--- config.mk ---
export PLATFORM = sky130hd
export DESIGN_NAME = oisc8_fetch_flat
export DESIGN_NICKNAME = d
export VERILOG_FILES = /design/src/rtl/oisc8_pkg.sv /design/src/rtl/oisc8_fetch_if.sv /design/src/rtl/oisc8_instr_decode.sv /design/src/rtl/oisc8_fetch.sv /design/src/flat_wrapper.sv
export SDC_FILE = /design/constraint.sdc
export NUM_CORES = 1
export LEC_CHECK = 0
export CAP_MARGIN = 10
export CORE_MARGIN = 2
export CORE_UTILIZATION = 43
export DETAILED_ROUTE_END_ITERATION = 12
export GPL_TIMING_DRIVEN = 0
export PLACE_DENSITY_LB_ADDON = 0.12
export SLEW_MARGIN = 20
export SYNTH_ARGS = -nofsm -noshare
export SYNTH_HDL_FRONTEND = slang
export SYNTH_SLANG_ARGS = --single-unit
--- constraint.sdc ---
create_clock -name clk -period 4 [get_ports clk]
set_clock_uncertainty 0.05 [all_clocks]
set_input_delay 1.2 -clock clk [delete_from_list [all_inputs] [get_ports clk]]
set_output_delay 1.2 -clock clk [all_outputs]
set_load 0.05 [all_outputs]
--- src/rtl/oisc8_pkg.sv ---
// Shared OISC8 core constants: bus field widths, special port addresses and
// the fetch-stage state encoding.
package oisc8_pkg;

  localparam int SAWIDTH     = 8;
  localparam int DAWIDTH     = 4;
  localparam int INSTR_WIDTH = SAWIDTH + DAWIDTH + 1;

  localparam logic [DAWIDTH-1:0] DST_NOP  = 4'hF;
  localparam logic [DAWIDTH-1:0] DST_BRZ  = 4'd4;
  localparam logic [SAWIDTH-1:0] SRC_NULL = '0;

  typedef enum logic [1:0] {
    FILL  = 2'd0,
    RUN   = 2'd1,
    FLUSH = 2'd2
  } e_fetch_state;

endpackage

--- src/rtl/oisc8_fetch_if.sv ---
// Fetch-stage bundle: program memory port plus the instruction side of the
// shared data bus. The master side is the fetch stage.
interface oisc8_fetch_if #(
  parameter int AW = 16
);

  logic [AW-1:0]                      pm_addr;
  logic                               pm_rd;
  logic [oisc8_pkg::INSTR_WIDTH-1:0]  pm_data;
  logic                               stall;
  logic [7:0]                         bus_data;
  logic [AW-1:0]                      br_target;
  logic [3:0]                         instr_dst;
  logic [7:0]                         instr_src;
  logic                               imm;
  logic [7:0]                         imm_data;
  logic [AW-1:0]                      pc;
  logic                               valid;

  modport master (
    output pm_addr, pm_rd, instr_dst, instr_src, imm, imm_data, pc, valid,
    input  pm_data, stall, bus_data, br_target
  );

  modport slave (
    input  pm_addr, pm_rd, instr_dst, instr_src, imm, imm_data, pc, valid,
    output pm_data, stall, bus_data, br_target
  );

endinterface

--- src/rtl/oisc8_instr_decode.sv ---
// Combinational instruction decode; emits a NOP whenever issue is disabled.
module oisc8_instr_decode
  import oisc8_pkg::*;
(
  input  logic [INSTR_WIDTH-1:0] pm_data,
  input  logic                   issue_en,
  output logic [DAWIDTH-1:0]     instr_dst,
  output logic [SAWIDTH-1:0]     instr_src,
  output logic                   imm,
  output logic [7:0]             imm_data,
  output logic                   valid
);

  always_comb begin
    instr_dst = DST_NOP;
    instr_src = SRC_NULL;
    imm       = 1'b0;
    imm_data  = 8'h00;
    valid     = 1'b0;
    if (issue_en) begin
      valid     = 1'b1;
      instr_dst = pm_data[SAWIDTH +: DAWIDTH];
      imm       = pm_data[INSTR_WIDTH-1];
      // an immediate owns the bus, so no port may source it
      if (pm_data[INSTR_WIDTH-1]) begin
        imm_data = pm_data[SAWIDTH-1:0];
      end else begin
        instr_src = pm_data[SAWIDTH-1:0];
      end
    end
  end

endmodule

--- src/rtl/oisc8_fetch.sv ---
// OISC8 fetch/issue stage: PC sequencing, stall hold and BRZ resolution with
// a single FLUSH bubble for taken branches.
module oisc8_fetch
  import oisc8_pkg::*;
#(
  parameter int                     PROG_AWIDTH = 16,
  parameter logic [PROG_AWIDTH-1:0] RESET_PC    = '0
) (
  input  logic          clk,
  input  logic          rst,
  oisc8_fetch_if.master fb
);

  localparam logic [1:0] S_FILL  = FILL;
  localparam logic [1:0] S_RUN   = RUN;
  localparam logic [1:0] S_FLUSH = FLUSH;

  logic [1:0]             state_q, state_d;
  logic [PROG_AWIDTH-1:0] fa_q, fa_d;
  logic [PROG_AWIDTH-1:0] ep_q, ep_d;
  logic                   issue;
  logic                   hold;
  logic                   br_taken;
  logic [DAWIDTH-1:0]     dec_dst;

  assign issue    = (state_q == S_RUN);
  assign hold     = issue && fb.stall;
  assign br_taken = issue && !fb.stall && (dec_dst == DST_BRZ) && (fb.bus_data == 8'h00);

  oisc8_instr_decode u_dec (
    .pm_data   (fb.pm_data),
    .issue_en  (issue),
    .instr_dst (dec_dst),
    .instr_src (fb.instr_src),
    .imm       (fb.imm),
    .imm_data  (fb.imm_data),
    .valid     (fb.valid)
  );

  always_comb begin
    state_d = state_q;
    fa_d    = fa_q;
    ep_d    = ep_q;
    case (state_q)
      S_FILL, S_FLUSH: begin
        state_d = S_RUN;
        ep_d    = fa_q;
        fa_d    = fa_q + PROG_AWIDTH'(1);
      end
      S_RUN: begin
        if (!fb.stall) begin
          // the word being read at fa is the wrong path; FLUSH drops it
          if (br_taken) begin
            state_d = S_FLUSH;
            fa_d    = fb.br_target;
          end else begin
            ep_d = fa_q;
            fa_d = fa_q + PROG_AWIDTH'(1);
          end
        end
      end
      default: state_d = S_FILL;
    endcase
  end

  always_ff @(posedge clk or posedge rst) begin
    if (rst) begin
      state_q <= S_FILL;
      fa_q    <= RESET_PC;
      ep_q    <= RESET_PC;
    end else begin
      state_q <= state_d;
      fa_q    <= fa_d;
      ep_q    <= ep_d;
    end
  end

  // fa already holds br_target during FLUSH, so pm_addr is always fa
  assign fb.pm_addr   = fa_q;
  assign fb.pm_rd     = !rst && !hold;
  assign fb.instr_dst = dec_dst;
  assign fb.pc        = ep_q;

endmodule

--- src/flat_wrapper.sv ---
// flat-port wrapper written by rule: the top's interface ports become plain ports
module oisc8_fetch_flat import oisc8_pkg::*;
#(
  parameter int                     PROG_AWIDTH = 16,
  parameter logic [PROG_AWIDTH-1:0] RESET_PC    = '0
)
  (clk, rst, fb_pm_addr, fb_pm_rd, fb_instr_dst, fb_instr_src, fb_imm, fb_imm_data, fb_pc, fb_valid, fb_pm_data, fb_stall, fb_bus_data, fb_br_target);
  oisc8_fetch_if #(.AW(16)) fb_i ();
  input  logic clk;
  input  logic rst;
  output wire logic [$bits(fb_i.pm_addr)-1:0] fb_pm_addr;
  output wire logic [$bits(fb_i.pm_rd)-1:0] fb_pm_rd;
  output wire logic [$bits(fb_i.instr_dst)-1:0] fb_instr_dst;
  output wire logic [$bits(fb_i.instr_src)-1:0] fb_instr_src;
  output wire logic [$bits(fb_i.imm)-1:0] fb_imm;
  output wire logic [$bits(fb_i.imm_data)-1:0] fb_imm_data;
  output wire logic [$bits(fb_i.pc)-1:0] fb_pc;
  output wire logic [$bits(fb_i.valid)-1:0] fb_valid;
  input wire logic [$bits(fb_i.pm_data)-1:0] fb_pm_data;
  input wire logic [$bits(fb_i.stall)-1:0] fb_stall;
  input wire logic [$bits(fb_i.bus_data)-1:0] fb_bus_data;
  input wire logic [$bits(fb_i.br_target)-1:0] fb_br_target;
  assign fb_pm_addr = fb_i.pm_addr;
  assign fb_pm_rd = fb_i.pm_rd;
  assign fb_instr_dst = fb_i.instr_dst;
  assign fb_instr_src = fb_i.instr_src;
  assign fb_imm = fb_i.imm;
  assign fb_imm_data = fb_i.imm_data;
  assign fb_pc = fb_i.pc;
  assign fb_valid = fb_i.valid;
  assign fb_i.pm_data = fb_pm_data;
  assign fb_i.stall = fb_stall;
  assign fb_i.bus_data = fb_bus_data;
  assign fb_i.br_target = fb_br_target;
  oisc8_fetch #(.PROG_AWIDTH(PROG_AWIDTH), .RESET_PC(RESET_PC)) u_core (.clk(clk), .rst(rst), .fb(fb_i));
endmodule
==> results of run 1 <==
[critical path, stage by stage]
cell	delay, ns
clkdlybuf4s50_1	0.49
a21oi_1	0.16
clkdlybuf4s50_1	0.82
[metrics by stage]
step	utilization (%)	power, mW
finish	70.9	2.05
floorplan	-	1.29
CTS	70.8	2.06
global placement	67.7	1.66
global route	70.9	2.14
detailed placement	67.7	1.68
[metal layers]
metal / share of wire [%] / GRT usage (%)
met5: 0 / 0
met4: 1.3 / 6.08
met3: 6.9 / 5.27
met2: 48 / 37.0
met1: 44 / 29.8
[worst min-delay path by stage]
stage                     slack (ns)  depth (start not counted)                       endpoint                     startpoint
after floorplan                 0.40                          1  u_core.state_q[0]$_DFFE_PP0P_  u_core.state_q[0]$_DFFE_PP0P_
after global placement          0.41                          2    u_core.fb.pc[3]$_DFFE_PP0P_    u_core.fb.pc[3]$_DFFE_PP0P_
after detailed placement        0.42                          2    u_core.fb.pc[3]$_DFFE_PP0P_    u_core.fb.pc[3]$_DFFE_PP0P_
after CTS                       0.44                          2    u_core.fb.pc[3]$_DFFE_PP0P_    u_core.fb.pc[3]$_DFFE_PP0P_
after global routing            0.46                          2    u_core.fb.pc[3]$_DFFE_PP0P_    u_core.fb.pc[3]$_DFFE_PP0P_
final                           0.43                          2    u_core.fb.pc[3]$_DFFE_PP0P_    u_core.fb.pc[3]$_DFFE_PP0P_
[logic make-up after synthesis]
logic type,count (synthesis),synth area share [%]
AND/OR/NAND/NOR,83,24.7
flip-flops,34,44.3
buffers and inverters,16,5.34
adder cells (fa/ha/maj),1,0.651
AO/OA/AOI/OAI,50,15.6
multiplexers,14,9.38
[timing repair]
| item | 4_1_cts | 5_1_grt |
|---|---|---|
| setup endpoints to repair | 17 | 8 |
| resized for setup | 33 | 1 |
| endpoints found under the hold margin | 0 | 0 |
[Yosys cell counts (2+ instances only)]
| cell | count |
|---|---|
| a21oi_2 | 3 |
| or3_1 | 2 |
| and2_1 | 10 |
| mux2_2 | 8 |
| and3_1 | 13 |
| o22ai_1 | 3 |
| nor2_1 | 12 |
| nor4_2 | 2 |
| buf_6 | 3 |
| inv_1 | 3 |
| nor2b_1 | 3 |
| nand2b_1 | 4 |
| nand2_1 | 13 |
| clkbuf_1 | 5 |
| nand4_1 | 4 |
| dfrtp_1 | 34 |
| mux2_4 | 6 |
| buf_2 | 3 |
| nor3_1 | 2 |
| o21ai_0 | 13 |
| and4_1 | 2 |
| a21oi_1 | 18 |
| nand3_1 | 10 |
| o21ai_1 | 3 |
[sequential cells by signal (all words and copies together), names as in the netlist]
| register | count |
|---|---|
| u_core.fb.pc | 16 |
| u_core.state_q | 2 |
| u_core.fb.pm_addr | 16 |
[area by class of cell]
type / instances / area, µm²
Buffer: 12 / 87.6
Sequential cell: 34 / 851
Clock inverter: 3 / 68.8
Multi-Input combinational cell: 148 / 970
Tap cell: 52 / 65.1
Clock buffer: 5 / 68.8
Inverter: 4 / 15.0
Timing Repair Buffer: 94 / 940
Fill cell: 353 / 1260
[power by group through the flow]
stage                     Clock [mW]  Sequential [mW]  Combinational, mW
after floorplan                    0            0.992              0.297
after global placement             0            0.591               1.07
after detailed placement           0            0.597               1.08
after CTS                      0.390            0.592               1.08
after global routing           0.399            0.614               1.13
final                          0.385            0.593               1.07
==> qor.txt, run 1 <==
Status -> finished clean
Die area -> 0.00502 mm²
IO buf count -> 94
Ant diodes -> 0
R2R Path Start -> u_core.state_q[1]$_DFFE_PP0P_
Most frequent cells in the layout -> 77 x clkdlybuf4s50_1, 34 x dfrtp_1, 18 x a21oi_1
Synth top area share -> 44.3%
Inserted Clock Buffers -> 5
Crit-path max FO -> 4
Setup Fix Bufs, Post-CTS -> 0
Final WS setup -> 0.0792 ns
Critical Path RT -> 2.75 ns
Non-filler cells, final -> 352
Crit share post-route -> 98.0%
Longest Clk Path Bufs -> 2
Final instance area -> 0.00307 mm²
FF-to-FF End -> u_core.fb.pc[8]$_DFFE_PP0P_
Startpoint type of the worst setup path -> input pin
R2r setup slk -> 2.15 ns
Later-pin clock latency in the skew report -> 0.29 ns
IO Pins -> 95
Flop pwr share -> 28.9%
Antenna-violating nets left -> 0
Mapped Area -> 0.00192 mm²
Hold Crit Class -> reg2reg
Layout cell share with drive strength beyond 1 -> 17.0%
Vias in the first global route -> 1785
WL per Instance -> 15.9 µm
Leakage power -> 1.30 nW
Post-Place Cells -> 344
PD cells -> 670 mW/mm²
TNS Setup -> 0 ns
Post-synth EDFFs -> 0
# DRC -> 0
Yosys cell types -> 43
Drt first pass iters -> 4
Synth area leader -> dfrtp_1
Total GRT Usage -> 22.4%
Pre-CTS setup slack -> -0.368 ns
Sequential share of the synthesized area -> 44.3%
Final setup viols -> 0
Largest net degree at the start of global routing -> 35
Area delta synth->final -> 59.6%
Final hold violations -> 0
Core area -> 0.00432 mm²
Initial Util -> 44.4%
Area after DPL -> 0.00293 mm²
RSZ-0062 raised after global routing -> no
Top post-synthesis cells by area -> dfrtp_1 44%, a21oi_1 4.7%, mux2_2 4.7%
CTS tree -> built
P_sw -> 946 µW
Most common cell after layout, fill and taps aside -> clkdlybuf4s50_1
Ys Warns -> 0
Max-slew violations -> 0
Final RePlAce weighted congestion -> 0.818
Worst-path clk slew -> 0.07 ns
Main synth FF type -> dfrtp_1
Sw Share -> 46.1%
Hold slack -> 0.431 ns
Critical path class -> in2out
Worst Setup EP -> fb_pm_rd
Clk sinks -> 34
First-pass GRT wire length -> 8990 µm
Crit. End Element -> output pin
Worst rel slew slack -> 52.4%
Max VDD drop -> 0.404 mV
CP startpoint -> fb_stall
CP Data Arrival Time -> 2.67 ns
Final Critical Period -> 3.92 ns
Comb power frac -> 52.4%
Async SR Flop Fraction -> 100%
Max Fclk -> 255 MHz
Hpwl dp -> 4170 µm
Int Power -> 1.11 mW
Max cap viols -> 0
Initial DRC count -> 93
Post-synthesis register bit count -> 34
Cell count after synthesis -> 198
Cts-stage hold buffer count -> 0
Vias per cell -> 5.47
Grt total ovfl -> 0
Post-synthesis area per instance -> 9.70 µm²
Routed Wire Length -> 5590 µm
H-Tree Depth -> 2
Post-synth net total -> 239
Die height -> 70.8 µm
Clock root buffer -> clkbuf_8
Initial antenna violation count -> 0
Number of nets in the layout -> 340
Slew @ Worst Pin -> 0.714 ns
R2r worst-path depth -> 6
Clock power share -> 18.8%
Row count -> 24
Detailed-route via count -> 1925
Die W -> 70.8 µm
(Power assumes the default switching activity.)
==> run 2, diff against run 1 <==
CTS_BUF_LIST = sky130_fd_sc_hd__clkbuf_16   (was not set)
CTS_CLUSTER_SIZE = 14   (was not set)
GPL_TIMING_DRIVEN = not set   (was 0)
==> qor.txt, run 2 (synthesized netlist as in run 1, its figures left out) <==
Vias in the first global route -> 1748
Clock power share -> 23.1%
Area delta synth->final -> 68.7%
Sw Share -> 43.8%
Max VDD drop -> 0.392 mV
Crit. End Element -> output pin
Grt met2 use -> 34.8%
Hold slack -> 0.437 ns
Later-pin clock latency in the skew report -> 0.28 ns
Hold EP -> u_core.fb.pc[7]$_DFFE_PP0P_
CTS resizes -> 0
Worst-path clk slew -> 0.06 ns
Final RePlAce weighted congestion -> 0.901
Status -> finished clean
Multi-input gate area -> 967 µm²
Initial Util -> 44.4%
Critical Path RT -> 2.75 ns
Startpoint type of the worst setup path -> input pin
Initial antenna violation count -> 0
Clk sinks -> 34
Final setup viols -> 0
Row count -> 24
H-Tree Depth -> 2
Max incr delay on CP -> 0.53 ns
Die W -> 70.8 µm
Worst path cell trace -> clkdlybuf4s50_1, nor2b_1, and2_1, buf_12
Total GRT Usage -> 22.2%
P_sw -> 961 µW
Hpwl dp -> 4070 µm
PD cells -> 676 mW/mm²
Antenna-violating nets left -> 0
Max-slew violations -> 0
Cts-stage hold buffer count -> 0
Detailed-route via count -> 1854
WHS Path Cells -> 2
Setup Fix Bufs, Post-CTS -> 0
Int Power -> 1.23 mW
# DRC -> 0
Hold path start -> u_core.fb.pc[7]$_DFFE_PP0P_
CP Data Arrival Time -> 2.45 ns
TNS Setup -> 0 ns
IO buf count -> 94
RSZ-0062 raised after global routing -> no
Comb power frac -> 49.8%
Core area -> 0.00432 mm²
Most frequent cells in the layout -> 72 x clkdlybuf4s50_1, 34 x dfrtp_1, 18 x a21oi_1, 18 x buf_12
GR Util met3 -> 6.41%
Inserted Clock Buffers -> 5
Die height -> 70.8 µm
Leakage power -> 1.36 nW
Grt total ovfl -> 0
Die area -> 0.00502 mm²
Most common cell after layout, fill and taps aside -> clkdlybuf4s50_1
Max cap viols -> 0
R2r worst-path depth -> 4
R2r setup slk -> 2.13 ns
CP max stage cell -> clkdlybuf4s50_1
Filler cell count -> 303
CTS tree -> built
Fin util -> 74.9%
Crit share post-route -> 92.5%
R2R Path Start -> u_core.state_q[1]$_DFFE_PP0P_
Reg area -> 851 µm²
Hold Crit Class -> reg2reg
Number of nets in the layout -> 333
GR Layer Usage met1 -> 30.1%
IO Pins -> 95
Max Fclk -> 270 MHz
Crit-path max FO -> 10
FF-to-FF End -> u_core.fb.pc[10]$_DFFE_PP0P_
Final hold violations -> 0
First-pass GRT wire length -> 8800 µm
Worst rel slew slack -> 54.9%
Slew @ Worst Pin -> 0.672 ns
Vias per cell -> 5.37
Initial DRC count -> 81
WL per Instance -> 15.6 µm
Ant diodes -> 0
Critical path class -> in2out
Clock root buffer -> clkbuf_16
Drt first pass iters -> 4
Gr busiest metal -> met2
Largest net degree at the start of global routing -> 35
Longest Clk Path Bufs -> 2
Routed Wire Length -> 5380 µm
Final Critical Period -> 3.70 ns
Layout cell share with drive strength beyond 1 -> 20.8%
Flop pwr share -> 27.1%
[run 2: power groups by stage]
stage               Sequential [mW]  Combinational (mW)  Clock (mW)
global route                  0.615                1.15       0.526
finish                        0.594                1.09       0.507
detailed placement            0.597                1.09           0
global placement              0.590                1.08           0
CTS                           0.593                1.10       0.511
floorplan                     0.992               0.297           0
[run 2: critical path: cells and delay by family]
family / cells / cell delay (ns)
buffers and inverters: 2 / 0.67
and+or+nand+nor: 2 / 0.57
[run 2: per-layer routing]
metal	routed length (µm)	share of wire, %
met1	2460	46
met2	2510	47
met3	355	6.6
met4	58	1.1
met5	0	0
[run 2: cell type report]
class | instances | area share [%]
Timing Repair Buffer | 99 | 35.4
Multi-Input combinational cell | 148 | 29.8
Sequential cell | 34 | 26.3
Clock buffer | 5 | 3.86
Clock inverter | 3 | 2.12
Tap cell | 52 | 2.01
Inverter | 4 | 0.463
[run 2: how the worst max path moves through the flow]
stage | startpoint | to | slack (ns) | cells after the start
final | fb_pm_data[12] | fb_instr_src[7] | 0.30 | 4
after global routing | fb_pm_data[12] | fb_instr_src[0] | 0.19 | 4
after CTS | fb_pm_data[12] | fb_instr_src[7] | 0.28 | 4
after detailed placement | fb_pm_data[12] | fb_instr_src[7] | 0.28 | 4
after global placement | fb_pm_data[12] | fb_instr_src[7] | 0.31 | 4
after floorplan | rst | fb_pm_rd | 0.79 | 1
[run 2: stage by stage]
stage                     cell area, µm²  total power, mW  setup slack, ns  std cells
after global routing                3240             2.29            0.190        345
after global placement              3050             1.67            0.307        337
after CTS                           3240             2.20            0.283        345
final                               3240             2.19            0.302        345
after floorplan                     1920             1.29            0.790        198
after detailed placement            3050             1.69            0.283        337
==> run 3, diff against run 2 <==
SKIP_CTS_REPAIR_TIMING = 1   (was not set)
==> results of run 3 <==
No change in the layout: final DEF, timing and power equal those of run 2.
